--- config.mk ---
export PLATFORM = sky130hd
export DESIGN_NAME = mc_control_unit_flat
export DESIGN_NICKNAME = d
export VERILOG_FILES = /design/src/rtl/mc_control_unit_if.sv /design/src/rtl/mc_control_unit.sv /design/src/flat_wrapper.sv
export SDC_FILE = /design/constraint.sdc
export NUM_CORES = 1
export LEC_CHECK = 0
export BUFFER_PORTS_ARGS = -buffer_cell sky130_fd_sc_hd__clkbuf_2
export CORE_AREA = 3 3 40 42
export CTS_BUF_LIST = sky130_fd_sc_hd__clkbuf_16
export DETAILED_ROUTE_END_ITERATION = 7
export DIE_AREA = 0 0 43 45
export PLACE_DENSITY = 0.79
export SETUP_SLACK_MARGIN = 0.05
export SYNTH_ARGS = -nofsm -noshare
export SYNTH_HDL_FRONTEND = slang
export SYNTH_SLANG_ARGS = --single-unit
--- constraint.sdc ---
create_clock -name clk -period 1.6 [get_ports clk]
set_input_delay 0.4 -clock clk [delete_from_list [all_inputs] [get_ports clk]]
set_output_delay 0.4 -clock clk [all_outputs]
set_load 0.02 [all_outputs]
--- src/rtl/mc_control_unit_if.sv ---
// Control bus between the multicycle control FSM and the CPU datapath.
// master = controller side, slave = datapath side.
interface mc_control_unit_if;
  logic [5:0] Op;
  logic       Zero;
  logic       MemReady;
  logic       PCEn;
  logic [1:0] PCSource;
  logic       IorD;
  logic       MemRead;
  logic       MemWrite;
  logic       IRWrite;
  logic       MemtoReg;
  logic       RegWrite;
  logic       RegDst;
  logic       ALUSrcA;
  logic [1:0] ALUSrcB;
  logic [1:0] ALUOp;
  logic       Exc;
  logic [3:0] State;

  modport master (
    input  Op, Zero, MemReady,
    output PCEn, PCSource, IorD, MemRead, MemWrite, IRWrite, MemtoReg,
           RegWrite, RegDst, ALUSrcA, ALUSrcB, ALUOp, Exc, State
  );

  modport slave (
    output Op, Zero, MemReady,
    input  PCEn, PCSource, IorD, MemRead, MemWrite, IRWrite, MemtoReg,
           RegWrite, RegDst, ALUSrcA, ALUSrcB, ALUOp, Exc, State
  );
endinterface

--- src/rtl/mc_control_unit.sv ---
// Moore control FSM for the multicycle CPU: fetch/decode/execute/memory/write-back
// sequencing, with MemReady stretching the memory-access states.
module mc_control_unit #(
  parameter bit EXC_ON_ILLEGAL = 1'b1
) (
  input  logic                 clk,
  input  logic                 rst_n,
  mc_control_unit_if.master    bus
);

  typedef enum logic [3:0] {
    S_RESET  = 4'd0,  S_FETCH  = 4'd1,  S_DECODE = 4'd2,  S_MEMADR = 4'd3,
    S_MEMRD  = 4'd4,  S_MEMWB  = 4'd5,  S_MEMWR  = 4'd6,  S_EXEC   = 4'd7,
    S_ALUWB  = 4'd8,  S_BRANCH = 4'd9,  S_JUMP   = 4'd10, S_ADDIEX = 4'd11,
    S_ADDIWB = 4'd12, S_EXC    = 4'd13
  } state_e;

  localparam logic [5:0] OP_RTYPE = 6'h00;
  localparam logic [5:0] OP_J     = 6'h02;
  localparam logic [5:0] OP_BEQ   = 6'h04;
  localparam logic [5:0] OP_BNE   = 6'h05;
  localparam logic [5:0] OP_ADDI  = 6'h08;
  localparam logic [5:0] OP_LW    = 6'h23;
  localparam logic [5:0] OP_SW    = 6'h2B;

  state_e     state_q, state_d;
  logic       pc_write, pc_write_cond;
  logic [1:0] pc_source;
  logic       iord, mem_read, mem_write, ir_write, memto_reg;
  logic       reg_write, reg_dst, alu_src_a, exc;
  logic [1:0] alu_src_b, alu_op;

  always_ff @(posedge clk) begin
    if (!rst_n) state_q <= S_RESET;
    else        state_q <= state_d;
  end

  always_comb begin
    state_d       = state_q;
    pc_write      = 1'b0;
    pc_write_cond = 1'b0;
    pc_source     = 2'b00;
    iord          = 1'b0;
    mem_read      = 1'b0;
    mem_write     = 1'b0;
    ir_write      = 1'b0;
    memto_reg     = 1'b0;
    reg_write     = 1'b0;
    reg_dst       = 1'b0;
    alu_src_a     = 1'b0;
    alu_src_b     = 2'b00;
    alu_op        = 2'b00;
    exc           = 1'b0;
    case (state_q)
      S_RESET: state_d = S_FETCH;
      S_FETCH: begin
        mem_read  = 1'b1;
        alu_src_b = 2'b01;
        // PC and IR load only on the cycle the fetch completes
        pc_write  = bus.MemReady;
        ir_write  = bus.MemReady;
        if (bus.MemReady) state_d = S_DECODE;
      end
      S_DECODE: begin
        alu_src_b = 2'b11;
        case (bus.Op)
          OP_LW, OP_SW:   state_d = S_MEMADR;
          OP_RTYPE:       state_d = S_EXEC;
          OP_BEQ, OP_BNE: state_d = S_BRANCH;
          OP_J:           state_d = S_JUMP;
          OP_ADDI:        state_d = S_ADDIEX;
          default:        state_d = EXC_ON_ILLEGAL ? S_EXC : S_FETCH;
        endcase
      end
      S_MEMADR, S_ADDIEX: begin
        alu_src_a = 1'b1;
        alu_src_b = 2'b10;
        if (state_q == S_ADDIEX)   state_d = S_ADDIWB;
        else if (bus.Op == OP_SW)  state_d = S_MEMWR;
        else                       state_d = S_MEMRD;
      end
      S_MEMRD: begin
        mem_read = 1'b1;
        iord     = 1'b1;
        if (bus.MemReady) state_d = S_MEMWB;
      end
      S_MEMWB: begin
        reg_write = 1'b1;
        memto_reg = 1'b1;
        state_d   = S_FETCH;
      end
      S_MEMWR: begin
        mem_write = 1'b1;
        iord      = 1'b1;
        if (bus.MemReady) state_d = S_FETCH;
      end
      S_EXEC: begin
        alu_src_a = 1'b1;
        alu_op    = 2'b10;
        state_d   = S_ALUWB;
      end
      S_ALUWB: begin
        reg_write = 1'b1;
        reg_dst   = 1'b1;
        state_d   = S_FETCH;
      end
      S_ADDIWB: begin
        reg_write = 1'b1;
        state_d   = S_FETCH;
      end
      S_BRANCH: begin
        alu_src_a     = 1'b1;
        alu_op        = 2'b01;
        pc_source     = 2'b01;
        pc_write_cond = 1'b1;
        state_d       = S_FETCH;
      end
      S_JUMP: begin
        pc_write  = 1'b1;
        pc_source = 2'b10;
        state_d   = S_FETCH;
      end
      S_EXC: begin
        pc_write  = 1'b1;
        pc_source = 2'b11;
        exc       = 1'b1;
        state_d   = S_FETCH;
      end
      default: state_d = S_FETCH;
    endcase
  end

  // bne takes the branch on !Zero, beq on Zero
  assign bus.PCEn     = pc_write | (pc_write_cond & (bus.Zero ^ (bus.Op == OP_BNE)));
  assign bus.PCSource = pc_source;
  assign bus.IorD     = iord;
  assign bus.MemRead  = mem_read;
  assign bus.MemWrite = mem_write;
  assign bus.IRWrite  = ir_write;
  assign bus.MemtoReg = memto_reg;
  assign bus.RegWrite = reg_write;
  assign bus.RegDst   = reg_dst;
  assign bus.ALUSrcA  = alu_src_a;
  assign bus.ALUSrcB  = alu_src_b;
  assign bus.ALUOp    = alu_op;
  assign bus.Exc      = exc;
  assign bus.State    = state_q;

endmodule

--- src/flat_wrapper.sv ---
// flat-port wrapper written by rule: the top's interface ports become plain ports
module mc_control_unit_flat 
#(
  parameter bit EXC_ON_ILLEGAL = 1'b1
)
  (clk, rst_n, bus_Op, bus_Zero, bus_MemReady, bus_PCEn, bus_PCSource, bus_IorD, bus_MemRead, bus_MemWrite, bus_IRWrite, bus_MemtoReg, bus_RegWrite, bus_RegDst, bus_ALUSrcA, bus_ALUSrcB, bus_ALUOp, bus_Exc, bus_State);
  mc_control_unit_if bus_i ();
  input  logic clk;
  input  logic rst_n;
  input wire logic [$bits(bus_i.Op)-1:0] bus_Op;
  input wire logic [$bits(bus_i.Zero)-1:0] bus_Zero;
  input wire logic [$bits(bus_i.MemReady)-1:0] bus_MemReady;
  output wire logic [$bits(bus_i.PCEn)-1:0] bus_PCEn;
  output wire logic [$bits(bus_i.PCSource)-1:0] bus_PCSource;
  output wire logic [$bits(bus_i.IorD)-1:0] bus_IorD;
  output wire logic [$bits(bus_i.MemRead)-1:0] bus_MemRead;
  output wire logic [$bits(bus_i.MemWrite)-1:0] bus_MemWrite;
  output wire logic [$bits(bus_i.IRWrite)-1:0] bus_IRWrite;
  output wire logic [$bits(bus_i.MemtoReg)-1:0] bus_MemtoReg;
  output wire logic [$bits(bus_i.RegWrite)-1:0] bus_RegWrite;
  output wire logic [$bits(bus_i.RegDst)-1:0] bus_RegDst;
  output wire logic [$bits(bus_i.ALUSrcA)-1:0] bus_ALUSrcA;
  output wire logic [$bits(bus_i.ALUSrcB)-1:0] bus_ALUSrcB;
  output wire logic [$bits(bus_i.ALUOp)-1:0] bus_ALUOp;
  output wire logic [$bits(bus_i.Exc)-1:0] bus_Exc;
  output wire logic [$bits(bus_i.State)-1:0] bus_State;
  assign bus_i.Op = bus_Op;
  assign bus_i.Zero = bus_Zero;
  assign bus_i.MemReady = bus_MemReady;
  assign bus_PCEn = bus_i.PCEn;
  assign bus_PCSource = bus_i.PCSource;
  assign bus_IorD = bus_i.IorD;
  assign bus_MemRead = bus_i.MemRead;
  assign bus_MemWrite = bus_i.MemWrite;
  assign bus_IRWrite = bus_i.IRWrite;
  assign bus_MemtoReg = bus_i.MemtoReg;
  assign bus_RegWrite = bus_i.RegWrite;
  assign bus_RegDst = bus_i.RegDst;
  assign bus_ALUSrcA = bus_i.ALUSrcA;
  assign bus_ALUSrcB = bus_i.ALUSrcB;
  assign bus_ALUOp = bus_i.ALUOp;
  assign bus_Exc = bus_i.Exc;
  assign bus_State = bus_i.State;
  mc_control_unit #(.EXC_ON_ILLEGAL(EXC_ON_ILLEGAL)) u_core (.clk(clk), .rst_n(rst_n), .bus(bus_i));
endmodule
==> results of run 1 <==
==> cells by family after synthesis <==
| family | after synthesis | share of synthesized area [%] |
|---|---|---|
| AOI/OAI and AO/OA | 25 | 31.7 |
| buffers and inverters | 8 | 6.81 |
| DFF | 4 | 15.0 |
| xor gates and xnor gates | 2 | 3.29 |
| and+or+nand+nor | 45 | 43.2 |
==> synth_stat cells <==
| cell | instances | area share, % |
|---|---|---|
| o21ai_0 | 6 | 5.6 |
| a21oi_1 | 2 | 1.9 |
| nor3b_1 | 1 | 1.4 |
| nor4b_1 | 1 | 1.6 |
| o311ai_1 | 1 | 1.6 |
| a211oi_1 | 1 | 1.4 |
| a21o_1 | 1 | 1.4 |
| buf_1 | 1 | 0.70 |
| and3_1 | 1 | 1.2 |
| a21boi_1 | 1 | 1.4 |
| a211o_1 | 1 | 1.6 |
| a22oi_1 | 1 | 1.4 |
| nand3_1 | 2 | 1.9 |
| nor2b_1 | 3 | 3.5 |
| nor3_1 | 8 | 7.5 |
| o221a_2 | 1 | 2.1 |
| o21ai_1 | 2 | 1.9 |
| nand3b_1 | 1 | 1.4 |
| buf_2 | 5 | 4.7 |
| nor4bb_1 | 1 | 1.9 |
| nand2_1 | 8 | 5.6 |
| o21a_1 | 2 | 2.8 |
| dfxtp_1 | 4 | 15 |
| nand2b_1 | 4 | 4.7 |
| xnor2_1 | 2 | 3.3 |
| inv_1 | 2 | 1.4 |
| nor2_1 | 13 | 9.2 |
| a2111oi_1 | 1 | 1.9 |
| a21boi_0 | 1 | 1.4 |
| a31oi_1 | 2 | 2.3 |
| o22ai_1 | 1 | 1.2 |
| or3_4 | 1 | 2.1 |
| and2_1 | 1 | 1.2 |
| o2111ai_1 | 1 | 1.6 |
==> metrics by stage <==
stage / hold WS [ns] / cells / TNS [ns]
4_1_cts: 0.447 / 159 / -0.719
3_5_place_dp: 0.642 / 138 / -0.346
3_3_place_gp: 0.634 / 138 / -0.332
2_1_floorplan: 0.539 / 84 / -0.0982
==> timing repair <==
item | CTS
pin swaps | 9
resized for setup | 53
setup buffers | 18
endpoints found under the setup margin | 12
==> run metrics, run 1 <==
maximum clock path buffer count=2; Gate Count Post-Synth=84; final RePlAce weighted congestion=0.821; CTS buffer count=3; hold_buf cts=0; Yosys cell types=34; status=aborted with a tool error; stop err=[ERROR DPL-0038] Utilization greater than 100%, impossible to legalize; FP Rows=13; stage where the flow stopped=global routing; WEP type=top-level output; Mapped Area=533 µm²; io pins=30; Synth Register Bits=4; dpl ws=-0.346 ns; sequential element share of the synthesized area=15.0%; # H-tree levels=1; Crit. endpoint post-GRT repair=bus_PCEn; number of buffers added on ports=29; Syn Area/Cell=6.35 µm²; DP Wirelength=1340 µm; Post-DP Area=846 µm²; Mapped Nets=94; die height=45 µm; largest net degree at the start of global routing=11; YS warnings=0; # clock sinks=4; Die W=43 µm; initial core utilization=41.5%; clk root buf=clkbuf_16
==> run 2: changes to the inputs <==
--- a/config.mk
+++ b/config.mk
@@ -6,12 +6,10 @@
 export NUM_CORES = 1
 export LEC_CHECK = 0
 export BUFFER_PORTS_ARGS = -buffer_cell sky130_fd_sc_hd__clkbuf_2
-export CORE_AREA = 3 3 40 42
-export CTS_BUF_LIST = sky130_fd_sc_hd__clkbuf_16
+export CORE_AREA = 3 3 64 66
 export DETAILED_ROUTE_END_ITERATION = 7
-export DIE_AREA = 0 0 43 45
-export PLACE_DENSITY = 0.79
-export SETUP_SLACK_MARGIN = 0.05
+export DIE_AREA = 0 0 67 69
+export PLACE_DENSITY_LB_ADDON = 0.15
 export SYNTH_ARGS = -nofsm -noshare
 export SYNTH_HDL_FRONTEND = slang
 export SYNTH_SLANG_ARGS = --single-unit
==> run metrics, run 2 <==
fin crit share=118%; Global Route Usage Sum=9.53%; Synth top area share=15.0%; first-pass GRT wire length=3550 µm; Non-Filler Instances=193; WP data required=1.20 ns; RSZ-0062 raised after global routing=true; die height=69 µm; worst setup path class=input port to output port; Max Clock Skew=0.00207 ns; number of global-route vias before repair=783; Worst VDD drop=288 µV; Syn Area/Cell=6.35 µm²; hold_buf cts=0; Synth Register Bits=4; area occupied by multi-input gates=587 µm²; commonest non-fill, non-tap cell in the layout=buf_4; placed cells=174; TritonRoute pass-1 iters=3; CP endpoint kind=output port; dpl ws=-0.338 ns; global route total overflow=0; io pins=30; final standard cell area without fillers=1300 µm²; leading cell types in the layout, fill and taps excluded=buf_4, clkbuf_2, buf_6; Clk Latency, worst-skew pair=0.21 ns; Hold Crit Class=input port to flip-flop; Pleak=0.561 nW; Storage cell area=92.6 µm²; FP Rows=22; Die W=67 µm; sequential element share of the synthesized area=15.0%; largest net degree at the start of global routing=14; routed len/inst=12.4 µm; Final Critical Period=1.88 ns; vias after detailed routing=832; Synth top cells by count=nor2_1, nand2_1, nor3_1, o21ai_0, buf_2; Async SR Flop Fraction=0%; Yosys cell types=34; P per Cell Area=1140 nW/µm²; share of cells above drive strength 1=68.3%; Mapped Nets=94; MaxCap Viol Count=0; via/cell ratio=4.31; max reg flops=4; status=finished, violations left; worst hold slack=0.476 ns; most frequent cell after synthesis=nor2_1; Final setup viols=4; CTS tree=built; Worst Path Max Fanout=4; fmax=531 MHz; Reg clk slew, reported paths=0.03 ns; Post-DP Area=893 µm²; total power=1.47 mW; number of synthesized flops with an enable pin=0; n_diodes=0; CTS buffer count=3; final core occ=35.7%; # H-tree levels=1; Critical Path AT=1.48 ns; DRC violations left=0; # fillers=399; maximum clock path buffer count=2; Synth area leaders=dfxtp_1, nor2_1, nor3_1; Gate Count Post-Synth=84; most used flip-flop cell after synthesis=dfxtp_1; Mapped Area=533 µm²; initial core utilization=14.7%; DP Wirelength=1720 µm; Worst setup SP type=input port; NumNets Final=157; number of buffers added on ports=29; Layout Area Growth over Synthesis=143%; Slew Limit Fails=0; post-synth top area cell=dfxtp_1; # clock sinks=4; clk root buf=clkbuf_8; DIE AREA=4620 µm²; WL final=2390 µm; setup ws final=-0.284 ns; worst-margin pin slew=0.334 ns; Slew headroom=77.7%; Core Region=3630 µm²; final RePlAce weighted congestion=0.759; Post-DRT Antenna Nets=0; final setup TNS=-0.391 ns; YS warnings=0; final hold violations=0; Initial DRC Count=25; failing checks=setup timing; initial antenna violation count=0
## run 2: cell counts after synthesis
No cell type changed its count.
## run 2: cells by family (layout without fill, tap and decap cells)
group                     after synthesis  count (layout)  share of synthesized area, %
AOI/OAI and AO/OA                      25              25                          31.7
xor gates and xnor gates                2               2                          3.29
buffers and inverters                   8              69                          6.81
DFF                                     4               4                          15.0
and+or+nand+nor                        45              45                          43.2
## run 2: worst max-delay path, stage by stage
cell,delay [ns]
clkbuf_2,0.09
or3_4,0.41
o21a_1,0.19
o21ai_2,0.12
o311ai_2,0.11
buf_4,0.17
## run 2: final timing paths
check,start,endpoint,slack [ns],cells after the start
hold / removal,rst_n,u_core.bus.State[0],0.48,2
hold reg to reg,u_core.bus.State[3],u_core.bus.State[1],0.62,2
setup reg to reg,u_core.bus.State[0],u_core.bus.State[1],0.14,7
setup / recovery,bus_Op[1],bus_PCEn,-0.28,6
## run 2: layout make-up
type	instances	area share, %
multi-input cells	72	45.3
inverters	2	0.579
clock buffers	3	3.19
flip-flops and latches	4	7.14
repair buffers	64	39.2
well taps	48	4.63
## run 2: per-layer routing
metal / vias to the layer above / track usage [%] / wire length [µm]
met1: 387 / 13.9 / 1140
met2: 19 / 14.4 / 1120
met5: - / 0 / 0
met3: 0 / 2.61 / 121
met4: 0 / 0.676 / 0
li1: 426 / - / -
## run 2: power breakdown
group / switching, mW / total (mW) / leakage (nW) / internal (mW)
logic: 0.539 / 1.09 / 0.504 / 0.555
clock network: 0.0459 / 0.206 / 0.0216 / 0.160
registers: 0.0403 / 0.174 / 0.0353 / 0.133
total: 0.626 / 1.47 / 0.561 / 0.848
## run 2: repair_timing
action,in CTS,in global routing
buffers inserted,7,10
gates resized for setup,27,47
endpoints found under the setup margin,12,14
pin swaps,7,13
gates cloned,0,0
Note: power is estimated with default switching activity, not from simulation.
==> run 3: changes to the inputs <==
--- a/config.mk
+++ b/config.mk
@@ -10,6 +10,7 @@
 export DETAILED_ROUTE_END_ITERATION = 7
 export DIE_AREA = 0 0 67 69
 export PLACE_DENSITY_LB_ADDON = 0.15
+export REMOVE_ABC_BUFFERS = 1
 export SYNTH_ARGS = -nofsm -noshare
 export SYNTH_HDL_FRONTEND = slang
 export SYNTH_SLANG_ARGS = --single-unit
==> run metrics, run 3 (same netlist as run 2, synthesis figures left out) <==
global route total overflow=0; Critical Path AT=1.46 ns; Final setup viols=6; Max Clock Skew=0.00257 ns; vias after detailed routing=865; Die W=67 µm; TritonRoute pass-1 iters=3; worst-margin pin slew=0.382 ns; DRC violations left=0; status=finished, violations left; Hold Crit Class=input port to flip-flop; FP Rows=22; final setup TNS=-0.372 ns; die height=69 µm; Slew Limit Fails=0; Initial DRC Count=19; failing checks=setup timing; Clk Latency, worst-skew pair=0.22 ns; worst setup path class=input port to output port; Slew headroom=74.5%; worst reg-to-reg setup slack=0.09 ns; final hold violations=0; # H-tree levels=1; max reg flops=4; Post-DRT Antenna Nets=0; maximum clock path buffer count=2; number of buffers added on ports=29; via/cell ratio=4.28; leading cell types in the layout, fill and taps excluded=buf_4, clkbuf_2, buf_6; share of cells above drive strength 1=66.2%; P per Cell Area=1110 nW/µm²; setup ws final=-0.263 ns; CTS buffer count=3; Global Route Usage Sum=10.2%; first-pass GRT wire length=3710 µm; largest net degree at the start of global routing=18; final standard cell area without fillers=1330 µm²; final RePlAce weighted congestion=0.754; Post-DP Area=920 µm²; dpl ws=-0.294 ns; WP data required=1.20 ns; WL final=2460 µm; Worst Path Max Fanout=3; Worst VDD drop=314 µV; clk root buf=clkbuf_8; Worst setup SP type=input port; Hold Path Depth=2; Final Critical Period=1.86 ns; NumNets Final=166; DP Wirelength=1670 µm; DIE AREA=4620 µm²; # clock sinks=4; hold_buf cts=0; fin crit share=116%; n_diodes=0; initial antenna violation count=0; number of global-route vias before repair=865; MaxCap Viol Count=0; commonest non-fill, non-tap cell in the layout=buf_4; CTS tree=built; fmax=537 MHz; CP endpoint kind=output port; Core Region=3630 µm²; Worst Reg-to-Reg Cells=8; Reg clk slew, reported paths=0.03 ns; initial core utilization=14.7%; worst hold slack=0.462 ns; io pins=30; Pleak=0.607 nW; Layout Area Growth over Synthesis=149%; RSZ-0062 raised after global routing=true; routed len/inst=12.2 µm
run 3: changes by cell type in the layout (fill, tap and decap cells not counted), sizes merged:
cell | previous run | this run
clkbuf | 20 | 18
buf | 47 | 58
run 3: final timing paths:
path	from	to
setup / recovery	bus_Op[1]	bus_PCEn
hold / removal	rst_n	u_core.bus.State[0]
setup reg to reg	u_core.bus.State[2]	u_core.bus.State[0]
hold reg to reg	u_core.bus.State[3]	u_core.bus.State[3]
run 3: critical path, stage by stage:
cell      delay (ns)
buf_6           0.09
or3_4           0.39
o21a_1          0.17
o21ai_1         0.12
o311ai_1        0.12
buf_4           0.17
run 3: timing repair:
item,in CTS,in global routing
setup endpoints to repair,16,14
setup buffers,12,5
gates cloned,0,0
resized for setup,48,35
pin swaps,8,5
run 3: area by class of cell:
| cell class | count | area [µm²] |
|---|---|---|
| clock buffers | 3 | 41.3 |
| well taps | 48 | 60.1 |
| flip-flops and latches | 4 | 92.6 |
| fillers | 396 | 2310 |
| inverters | 2 | 7.51 |
| repair buffers | 73 | 588 |
| multi-input cells | 72 | 537 |
run 3: through the flow:
stage	cells	power [mW]	utilization (%)
floorplan	78	0.531	-
global placement	183	0.887	25.3
detailed placement	183	0.886	25.3
CTS	197	1.33	33.0
global route	202	1.57	36.5
finish	202	1.47	36.5
run 3: power breakdown:
part | switching [mW] | internal (mW)
sequential | 0.0478 | 0.133
clock | 0.0511 | 0.160
combinational | 0.510 | 0.566
run 3: per-layer routing:
| layer | track usage (%) | vias to the layer above | wire length, µm |
|---|---|---|---|
| met3 | 0.489 | 2 | 93 |
| met4 | 5.41 | 0 | 34 |
| li1 | - | 447 | - |
| met2 | 17.7 | 20 | 1280 |
| met5 | 0 | - | 0 |
| met1 | 12.2 | 396 | 1060 |
